--- src/rtl/peaks_scheduler.sv ---
// Paces FFT frames into the peaks block and collects its results into a small
// FIFO for a valid/ready consumer, with overrun and drop counters.
module peaks_scheduler #(
  parameter int MIN_GAP    = 320,
  parameter int PEAKS      = 6,
  parameter int FREQ_WIDTH = 8,
  parameter int AMPL_WIDTH = 8,
  parameter int TIME_WIDTH = 16,
  parameter int FIFO_DEPTH = 2,
  parameter int DISCARD    = 2,
  parameter int CNT_WIDTH  = 8
) (
  input  logic                        clk,
  input  logic                        reset,
  input  logic                        flush,
  input  logic                        fft_valid,
  output logic                        peaks_valid,
  input  logic [TIME_WIDTH-1:0]       peaks_counter,
  input  logic [PEAKS*FREQ_WIDTH-1:0] peaks_freqs,
  input  logic [PEAKS*AMPL_WIDTH-1:0] peaks_ampls,
  output logic                        res_valid,
  input  logic                        res_ready,
  output logic [PEAKS*FREQ_WIDTH-1:0] res_freqs,
  output logic [PEAKS*AMPL_WIDTH-1:0] res_ampls,
  output logic [TIME_WIDTH-1:0]       res_frame,
  output logic                        busy,
  output logic [CNT_WIDTH-1:0]        overrun_count,
  output logic [CNT_WIDTH-1:0]        drop_count
);

  localparam int FW    = PEAKS * FREQ_WIDTH;
  localparam int AW    = PEAKS * AMPL_WIDTH;
  localparam int EW    = TIME_WIDTH + FW + AW;
  localparam int GAP_W = $clog2(MIN_GAP + 1);
  localparam int PTR_W = (FIFO_DEPTH > 1) ? $clog2(FIFO_DEPTH) : 1;
  localparam int CW    = PTR_W + 1;
  localparam int DW    = $clog2(DISCARD + 2);

  localparam logic [GAP_W-1:0]     GAP_LOAD  = GAP_W'(MIN_GAP - 1);
  localparam logic [GAP_W-1:0]     GAP_LAST  = GAP_W'(1);
  localparam logic [CW-1:0]        DEPTH_C   = CW'(FIFO_DEPTH);
  localparam logic [DW-1:0]        DISCARD_C = DW'(DISCARD);
  localparam logic [CNT_WIDTH-1:0] CNT_MAX   = '1;

  typedef enum logic [1:0] {IDLE, ISSUE, GAP} state_t;

  state_t                 state_reg, state_next;
  logic [GAP_W-1:0]       gap_reg, gap_next;
  logic                   pending_reg, pending_next;
  logic [CNT_WIDTH-1:0]   overrun_reg, overrun_next;
  logic                   pend_eff;
  logic                   entering_issue;

  // ---------------------------------------------------------------- issue FSM
  always_comb begin
    state_next     = state_reg;
    gap_next       = gap_reg;
    pend_eff       = pending_reg & ~flush;
    pending_next   = pend_eff;
    overrun_next   = overrun_reg;
    entering_issue = 1'b0;

    case (state_reg)
      IDLE: begin
        if (fft_valid || pend_eff) state_next = ISSUE;
      end
      ISSUE: begin
        state_next = GAP;
        gap_next   = GAP_LOAD;
      end
      GAP: begin
        gap_next = gap_reg - GAP_W'(1);
        // Leaving on the last GAP cycle keeps pulses exactly MIN_GAP apart.
        if (gap_reg == GAP_LAST) state_next = (pend_eff || fft_valid) ? ISSUE : IDLE;
      end
      default: state_next = IDLE;
    endcase

    entering_issue = (state_next == ISSUE);

    if (fft_valid) begin
      if (entering_issue && !pend_eff) begin
        pending_next = 1'b0;
      end else if (pend_eff && !entering_issue) begin
        if (overrun_reg != CNT_MAX) overrun_next = overrun_reg + CNT_WIDTH'(1);
      end else begin
        pending_next = 1'b1;
      end
    end else if (entering_issue) begin
      pending_next = 1'b0;
    end
  end

  always_ff @(posedge clk or posedge reset) begin
    if (reset) begin
      state_reg   <= IDLE;
      gap_reg     <= '0;
      pending_reg <= 1'b0;
      overrun_reg <= '0;
    end else begin
      state_reg   <= state_next;
      gap_reg     <= gap_next;
      pending_reg <= pending_next;
      overrun_reg <= overrun_next;
    end
  end

  assign peaks_valid   = (state_reg == ISSUE);
  assign busy          = (state_reg != IDLE) || pending_reg;
  assign overrun_count = overrun_reg;

  // ------------------------------------------------ result detection and FIFO
  logic [TIME_WIDTH-1:0] prev_counter_reg;
  logic [DW-1:0]         discard_reg;
  logic [TIME_WIDTH-1:0] seq_reg;
  logic [PTR_W-1:0]      wr_ptr_reg, rd_ptr_reg;
  logic [CW-1:0]         count_reg;
  logic [CNT_WIDTH-1:0]  drop_reg;
  logic [EW-1:0]         mem [FIFO_DEPTH];
  logic [EW-1:0]         head;
  logic                  new_result, keep, full, push, pop, drop;

  assign new_result = (peaks_counter != prev_counter_reg);
  assign keep       = new_result && (discard_reg == '0) && !flush;
  assign res_valid  = (count_reg != '0);
  assign full       = (count_reg == DEPTH_C);
  assign pop        = res_valid && res_ready && !flush;
  assign push       = keep && (!full || pop);
  assign drop       = keep && full && !pop;

  always_ff @(posedge clk or posedge reset) begin
    if (reset) begin
      prev_counter_reg <= '0;
      discard_reg      <= DISCARD_C;
      seq_reg          <= '0;
      wr_ptr_reg       <= '0;
      rd_ptr_reg       <= '0;
      count_reg        <= '0;
      drop_reg         <= '0;
    end else begin
      prev_counter_reg <= peaks_counter;
      if (flush) begin
        discard_reg <= DISCARD_C;
        seq_reg     <= '0;
        wr_ptr_reg  <= '0;
        rd_ptr_reg  <= '0;
        count_reg   <= '0;
      end else begin
        if (new_result && discard_reg != '0) discard_reg <= discard_reg - DW'(1);
        // A dropped result still consumes a sequence number.
        if (keep) seq_reg <= seq_reg + TIME_WIDTH'(1);
        if (push) wr_ptr_reg <= wr_ptr_reg + PTR_W'(1);
        if (pop)  rd_ptr_reg <= rd_ptr_reg + PTR_W'(1);
        count_reg <= count_reg + CW'(push) - CW'(pop);
      end
      if (drop && drop_reg != CNT_MAX) drop_reg <= drop_reg + CNT_WIDTH'(1);
    end
  end

  always_ff @(posedge clk) begin
    if (push) mem[wr_ptr_reg] <= {seq_reg, peaks_freqs, peaks_ampls};
  end

  assign head       = mem[rd_ptr_reg];
  assign res_frame  = res_valid ? head[EW-1 -: TIME_WIDTH] : '0;
  assign res_freqs  = res_valid ? head[AW +: FW] : '0;
  assign res_ampls  = res_valid ? head[0 +: AW] : '0;
  assign drop_count = drop_reg;

endmodule
--- config.mk ---
export PLATFORM = sky130hd
export DESIGN_NAME = peaks_scheduler
export DESIGN_NICKNAME = d
export VERILOG_FILES = /design/src/rtl/peaks_scheduler.sv
export SDC_FILE = /design/constraint.sdc
export NUM_CORES = 1
export LEC_CHECK = 0
export ABC_CLOCK_PERIOD_IN_PS = 26500
export CAP_MARGIN = 20
export CORE_UTILIZATION = 55
export DETAILED_ROUTE_END_ITERATION = 10
export PLACE_DENSITY_LB_ADDON = 0.3
export SYNTH_ARGS = -nofsm -noshare
export SYNTH_HDL_FRONTEND = slang
export SYNTH_SLANG_ARGS = --single-unit
--- constraint.sdc ---
create_clock -name clk -period 26.5 [get_ports clk]
set_input_delay 6.625 -clock clk [delete_from_list [all_inputs] [get_ports clk]]
set_output_delay 6.625 -clock clk [all_outputs]
set_load 0.02 [all_outputs]
[Yosys cells after proc, flatten, opt, wreduce, memory -nomap -nowiden]
Memory sizes are Yosys's and may differ from the RTL's.
Cells that the tools add are included.
Word-level totals
  memory bits (writable): 224
  flip-flop bits (word level): 66
  memories: 1
  bits of input ports: 117
Memory list
  mem: depth 2, bits a word 112, read ports 1, clocked after Yosys merged registers in 0, wr ports 1, RTL line 119  | logic [EW-1:0] mem [FIFO_DEPTH];
Operators by class
  equality and inequality tests: 8
  add/sub/neg operators: 9
  multiplexer cells: 23
  bitwise logic cells: 3
  reduce and logical (&&, ||, !) cells: 30
Operators with widths (number)
  $mux 48: 2
  $mux 16: 3
  $pmux 9 s2: 1
  $add 16x1->16 const B: 1
  $add 8x1->8 const B: 2
  $ne 16x16->1: 1
  $ne 8x8->1 const B: 2
  $reduce_bool 2->1: 8
  $logic_and 1x1->1: 11
  $mux 1: 11
  $mux 2: 5
  $eq 9x1->1 const B: 1
  $sub 9x1->9 const B: 1
  $pmux 2 s3: 1
  $logic_not 1->1: 5
  $eq 2x1->1 const B: 2
  $eq 2x2->1 const B: 2
  $logic_not 2->1: 2
  $reduce_and 4->1: 1
  $logic_or 1x1->1: 3
  $add 1x1->1 const B: 2
  $add 2x1->2: 1
  $not 1->1: 2
  $sub 2x1->2: 1
  other kinds (2): 2

[Depth between registers and ports, before layout]
Gate-level depths: netlist of the first run.
  depth in word-level cells: 12
  gate-level depth with buffers: 12
  gate-level depth less buffers: 11

[Worst setup path before layout of the first run]
No wires, ideal clock.
  path type: input -> register
  from: in peaks_counter[4]
  to: mem mem[1][0] in the netlist's numbering, enable pin
  arrival: 15.552 ns
  cell stages on the path: 6
  setup slack: 10.205 ns
  setup time: 0.743 ns
  path through: xor2_1 > nor4_1 > a41o_1 > clkbuf_1 > a21o_1 > nor3b_1
On the way
  word-level cells in the longest chain between the ends: 6
RTL lines
  start, declared: RTL line 18  | input logic [TIME_WIDTH-1:0] peaks_counter,
  $ne 16x16->1: RTL line 123  | assign new_result = (peaks_counter != prev_counter_reg);
  $logic_and 1x1->1 (2 in series): RTL line 124  | assign keep = new_result && (discard_reg == '0) && !flush;
  $logic_and 1x1->1: RTL line 128  | assign push = keep && (!full || pop);
  $mux 1: RTL line 161  | if (push) mem[wr_ptr_reg] <= {seq_reg, peaks_freqs, peaks_ampls};
  $mux 1 (not written as such): RTL line 161
  end, declared: RTL line 119
No other way between the ends.

[Worst setup path in the final report of the first run]
  from: reg rd_ptr_reg
  to: out res_ampls[30]
On the way
  word-level cells in the longest chain between the ends: 2
RTL lines
  start, declared: RTL line 116  | logic [PTR_W-1:0] wr_ptr_reg, rd_ptr_reg;
  start signal, assigned: RTL line 153  | if (pop) rd_ptr_reg <= rd_ptr_reg + PTR_W'(1);
  $mem_v2 2x112
  $mux 48: RTL line 167  | assign res_ampls = res_valid ? head[0 +: AW] : '0;
  end, declared: RTL line 24  | output logic [PEAKS*AMPL_WIDTH-1:0] res_ampls,
No other way between the ends.

==> metrics.cfg, run 1 <==
[logic_synthesis]
yosys.area.top_type = edfxtp_1
yosysTopAreaCellShare = 0.577
ys_ff_latch = 290
synthesis.nets = 915
synthDistinctLibCells = 55
synth.most_common_cell = edfxtp_1
syn-cell-area_sq_um = 11600
yosysWarningCount = 0
ys_seq_area_frac = 0.719
synth_edf_count = 224
synthTopCellsByCount = edfxtp_1 (224), nor2_1 (127), mux2i_1 (114)
synth_cells = 786
synthTopCellsByArea = edfxtp_1 (58%), dfrtp_1 (14%), mux2i_1 (9.8%)
ys.flop_type = edfxtp_1
syn_area_per_cell_sq_um = 14.8
synth-async-reset-ratio = 0.228

[route]
routedWlPerCell_um = 17.8
drt_iter0_markers = 404
drcViolationCount = 0
totalWireLength_um = 23800
drtPass1Iterations = 4
num_vias = 7167
viasPerCell = 5.38
antenna_left = 0

[final_layout]
fill_cells = 1297
multi_input_area_sq_um = 3080
largest_register_ffs = 224
fin_cells = 1333
nets = 1168
register_area_sq_um = 8380
syn2layout_area_growth_pct = 32.2
drive_gt1_frac = 0.0716

[grt]
grt_max_degree = 72
grt_pass1_wl_um = 37300
overflow = 0
grtUsageTotal = 0.219
grt_antenna_before_repair = 0
grt_pass1_vias = 7213

[sta]
tns_ps = 0
final-setup-viol-count = 0
fin_ws_ps = 16250
tightest_slew_ps = 1070
rsz0062_at_grt = no
slew_viol_final = 0
fin_crit_ps = 10250
clock_skew_ps = 10.7
fmax_mhz = 97.6
period_share = 0.387
finalHoldViolCount = 0
relSlewSlack = 0.286

[job]
drv_cap = 0

[placed_design]
place_ws_ps = 16380
gp_congestion = 0.766
dp_hpwl_um = 15100
place_inst = 1277
portBuffers = 247

[clock_network]
postCtsResizedCells = 0
clock_latency_ps = 530
clk_pin_slew_worst_paths_ps = 60
htreeDepth = 1
cts_setup_buffers = 0
tritoncts = built
clockRootBuffer = clkbuf_16
clockBufferDepth = 3
cts_buffers = 29
hold_buffers = 0
cts_sinks = 290

[power_and_ir_drop]
leakage_uw = 0.00540
combPwrFrac = 0.298
pwr-share-seq = 0.412
power_uw = 1390
clkPwrFrac = 0.290
p_switching_uw = 426
intPower_uw = 962
power_density_nw_per_um2 = 90.2
ir_drop_uv = 53.5
swShare = 0.307

[setup_path]
cp_num_buf_inv = 2
arrival_ps = 3620
crit_type = reg -> out
r2r_end = mem[1][77]$_DFFE_PP_
r2r-start = discard_reg[0]$_DFFE_PP0P_
r2r_cells = 9
crit_fanout = 60
reg2reg_slack_ps = 23150
cpPeakStageDelay_ps = 1030
cp.required_ps = 19880
start_kind = flip-flop
slowest_stage = dfrtp_4
path_cells = buf_4 > mux2i_1 > nor2_1 > clkdlybuf4s50_1
endpoint_kind = output pin
cpLargestDelayFamily = buffers and inverters

[floorplan]
coreArea_sq_um = 20500
fp.dieH_um = 148
dieArea_sq_um = 21800
pin_count = 248
rows = 52
die-width_um = 148
start_util = 0.568

[min_path]
min_from = drop_count[5]$_DFFE_PP0P_
hold_path.class = reg -> reg
whs_path_depth = 1
min_to = drop_count[5]$_DFFE_PP0P_

[outcome]
outcome = complete, no violations

-- final cells by class --
cell class                      instances  area share
Antenna cell                            1    0.000163
Clock buffer                           37      0.0504
Clock inverter                         17      0.0116
Inverter                               20     0.00488
Multi-Input combinational cell        441       0.200
Sequential cell                       290       0.544
Tap cell                              270      0.0219
Timing Repair Buffer                  257       0.167
-- kinds of logic after synthesis --
kind of cell / count (synthesis) / share of synthesized area
flops: 290 / 0.719
simple gates: 217 / 0.0874
mux: 117 / 0.101
compound gates: 57 / 0.0329
buf+inv: 55 / 0.0180
xor+xnor: 37 / 0.0278
fa+ha+maj: 13 / 0.0137
-- stage by stage --
step	util	cell area [sq um]	hold slack (ps)
floorplan	-	11600	456
global placement	0.703	14400	480
detailed placement	0.703	14400	478
CTS	0.750	15400	501
global route	0.751	15400	523
finish	0.751	15400	496
-- layer usage --
layer / vias to the layer above / wire length [um] / track usage
met1: 3499 / 9490 / 0.278
li1: 3387 / - / -
met5: - / 0 / 0
met2: 241 / 12200 / 0.387
met4: 0 / 567 / 0.0660
met3: 40 / 1530 / 0.0377
-- worst max path at each step --
stage / startpoint / endpoint / depth (start not counted)
global placement: peaks_counter[13] / mem[1][60]$_DFFE_PP_ / 9
detailed placement: peaks_counter[1] / mem[1][57]$_DFFE_PP_ / 9
floorplan: peaks_counter[4] / mem[1][0]$_DFFE_PP_ / 6
global route: rd_ptr_reg$_DFFE_PP0P_ / res_frame[12] / 4
CTS: rd_ptr_reg$_DFFE_PP0P_ / res_ampls[30] / 4
finish: rd_ptr_reg$_DFFE_PP0P_ / res_ampls[30] / 4
-- worst register-to-register path, stage by stage, from the launching register on --
cell and delay (ps):
dfrtp_1 390, inv_1 70, ha_1 200, inv_1 60
a41o_1 210, buf_4 240, a21o_1 260, nor3b_2 180
buf_4 500, buf_4 840
-- placed cells by master, fill, tap and decap left out, types with 7 or more instances in the layout --
master / n
nand3_1: 12
nand2_1: 22
nor2_1: 126
dfrtp_1: 64
or3_1: 9
or4_1: 8
a21oi_1: 19
xor2_1: 34
inv_1: 19
o21ai_0: 12
mux2i_1: 114
clkdlybuf4s50_1: 247
clkbuf_16: 30
o31ai_1: 7
buf_4: 9
edfxtp_1: 224
ha_1: 12
-- power groups by stage --
stage,Clock (uW),Combinational [uW],Sequential [uW]
3_5_place_dp,0,415,582
2_1_floorplan,0,237,580
5_1_grt,428,440,578
4_1_cts,409,418,573
3_3_place_gp,0,409,580
6_report,402,414,573
No activity file was read; power rests on OpenSTA's default activity.
==> inputs of run 2 (changes only) <==
--- a/config.mk
+++ b/config.mk
@@ -5,9 +5,9 @@
 export SDC_FILE = /design/constraint.sdc
 export NUM_CORES = 1
 export LEC_CHECK = 0
-export ABC_CLOCK_PERIOD_IN_PS = 26500
+export ABC_CLOCK_PERIOD_IN_PS = 9980
 export CAP_MARGIN = 20
-export CORE_UTILIZATION = 55
+export CORE_UTILIZATION = 51
 export DETAILED_ROUTE_END_ITERATION = 10
 export PLACE_DENSITY_LB_ADDON = 0.3
 export SYNTH_ARGS = -nofsm -noshare
==> constraint.sdc (replaced) <==
create_clock -name clk -period 9.98 [get_ports clk]
set_input_delay 2.495 -clock clk [delete_from_list [all_inputs] [get_ports clk]]
set_output_delay 2.495 -clock clk [all_outputs]
set_load 0.02 [all_outputs]
==> metrics.cfg, run 2 (synthesis gave the netlist of run 1 again) <==
[final_layout]
most-common-layout-cells = clkdlybuf4s50_1 (247), edfxtp_1 (224), nor2_1 (126)
drive_gt1_frac = 0.0632
layout_commonest_cell = clkdlybuf4s50_1
largest_register_ffs = 224
syn2layout_area_growth_pct = 31.3
nets = 1168

[grt]
grt_pass1_vias = 6928
grt_use_met2 = 0.345
met1_usage = 0.253
overflow = 0
use_met3 = 0.0420
grtUsageTotal = 0.199
grt.busiest_layer = met2
grt_max_degree = 67
grt_pass1_wl_um = 36800
grt_antenna_before_repair = 1

[setup_path]
reg2reg_slack_ps = 6410
endpoint_kind = output pin
arrival_ps = 3540
start_kind = flip-flop
r2r_end = mem[0][18]$_DFFE_PP_
crit_fanout = 57
r2r-start = prev_counter_reg[13]$_DFF_PP0_
crit_type = reg -> out
r2r_cells = 8
cp.required_ps = 7490

[min_path]
hold_path.class = reg -> reg
min_to = drop_count[5]$_DFFE_PP0P_
whs_path_depth = 1
min_from = drop_count[5]$_DFFE_PP0P_

[placed_design]
portBuffers = 247
dp_hpwl_um = 15300
gp_congestion = 0.763

[power_and_ir_drop]
power_density_nw_per_um2 = 234
swShare = 0.309
power_uw = 3580
leakage_uw = 0.00535
ir_drop_uv = 120
pwr-share-seq = 0.426
p_switching_uw = 1110
combPwrFrac = 0.306
clkPwrFrac = 0.268
intPower_uw = 2470

[route]
viasPerCell = 5.28
drcViolationCount = 0
totalWireLength_um = 23500
drtPass1Iterations = 4
num_vias = 7086
antenna_left = 0
routedWlPerCell_um = 17.6
drt_iter0_markers = 442

[sta]
whs_ps = 495
slew_viol_final = 0
rsz0062_at_grt = no
finalHoldViolCount = 0
fin_crit_ps = 6030
fmax_mhz = 166
relSlewSlack = 0.335
clock_skew_ps = 6.17
tightest_slew_ps = 997
period_share = 0.604
final-setup-viol-count = 0
tns_ps = 0

[clock_network]
cts_sinks = 290
cts_setup_buffers = 0
tritoncts = built
cts_buffers = 29
htreeDepth = 1
postCtsResizedCells = 0
clock_latency_ps = 520
hold_buffers = 0
clk_pin_slew_worst_paths_ps = 60
clockRootBuffer = clkbuf_16
clockBufferDepth = 3

[floorplan]
fp.dieH_um = 153
pin_count = 248
rows = 54
start_util = 0.527
coreArea_sq_um = 22100
die-width_um = 153
dieArea_sq_um = 23500

[job]
drv_cap = 0

[outcome]
outcome = complete, no violations

[run 2: cell types whose count changed in the layout (fill, tap and decap cells not counted), sizes merged]
cell / before / now
clkinv: 8 / 11
clkbuf: 38 / 39
bufinv: 3 / 0
clkinvlp: 5 / 2
buf: 9 / 10
inv: 21 / 20
[run 2: area by class of cell]
type                       count  area, sq um
clock buffer                  39          783
multi-input combinational    441         3090
fill                        1519         6800
inverter                      20         75.1
timing repair buffer         257         2550
tap                          280          350
sequential                   290         8380
clock inverter                13         62.6
antenna                        1         2.50
[run 2: metal layers]
layer,vias up,share of wire
li1,3388,-
met1,3458,0.41
met2,199,0.50
met3,41,0.065
met4,0,0.025
met5,-,0
[run 2: power groups by stage]
| stage | clock network (uW) | registers [uW] | logic [uW] |
|---|---|---|---|
| 2_1_floorplan | 0 | 1530 | 630 |
| 3_3_place_gp | 0 | 1540 | 1090 |
| 3_5_place_dp | 0 | 1550 | 1100 |
| 4_1_cts | 984 | 1520 | 1110 |
| 5_1_grt | 1030 | 1540 | 1170 |
| 6_report | 960 | 1520 | 1090 |
[run 2: critical path: stages (launching register included)]
cell and delay (ps):
dfrtp_4 1050, buf_4 880, mux2i_1 170, nor2_1 210, clkdlybuf4s50_1 640
[run 2: metrics by stage]
stage / area [sq um] / instances / utilization / setup WS (ps)
after floorplan: 11700 / 786 / - / 1770
after global placement: 14400 / 1288 / 0.654 / 3830
after detailed placement: 14400 / 1288 / 0.654 / 3760
after CTS: 15300 / 1340 / 0.692 / 3890
after global routing: 15300 / 1341 / 0.692 / 3770
final: 15300 / 1341 / 0.692 / 3950
[run 2: worst max path at each step]
stage,from,end,slack (ps),depth (start not counted)
after floorplan,peaks_counter[4],mem[1][0]$_DFFE_PP_,1770,6
after global placement,peaks_counter[5],mem[0][80]$_DFFE_PP_,3830,9
after detailed placement,peaks_counter[13],mem[0][80]$_DFFE_PP_,3760,9
after CTS,rd_ptr_reg$_DFFE_PP0P_,res_ampls[3],3890,4
after global routing,rd_ptr_reg$_DFFE_PP0P_,res_freqs[10],3770,4
final,rd_ptr_reg$_DFFE_PP0P_,res_ampls[3],3950,4
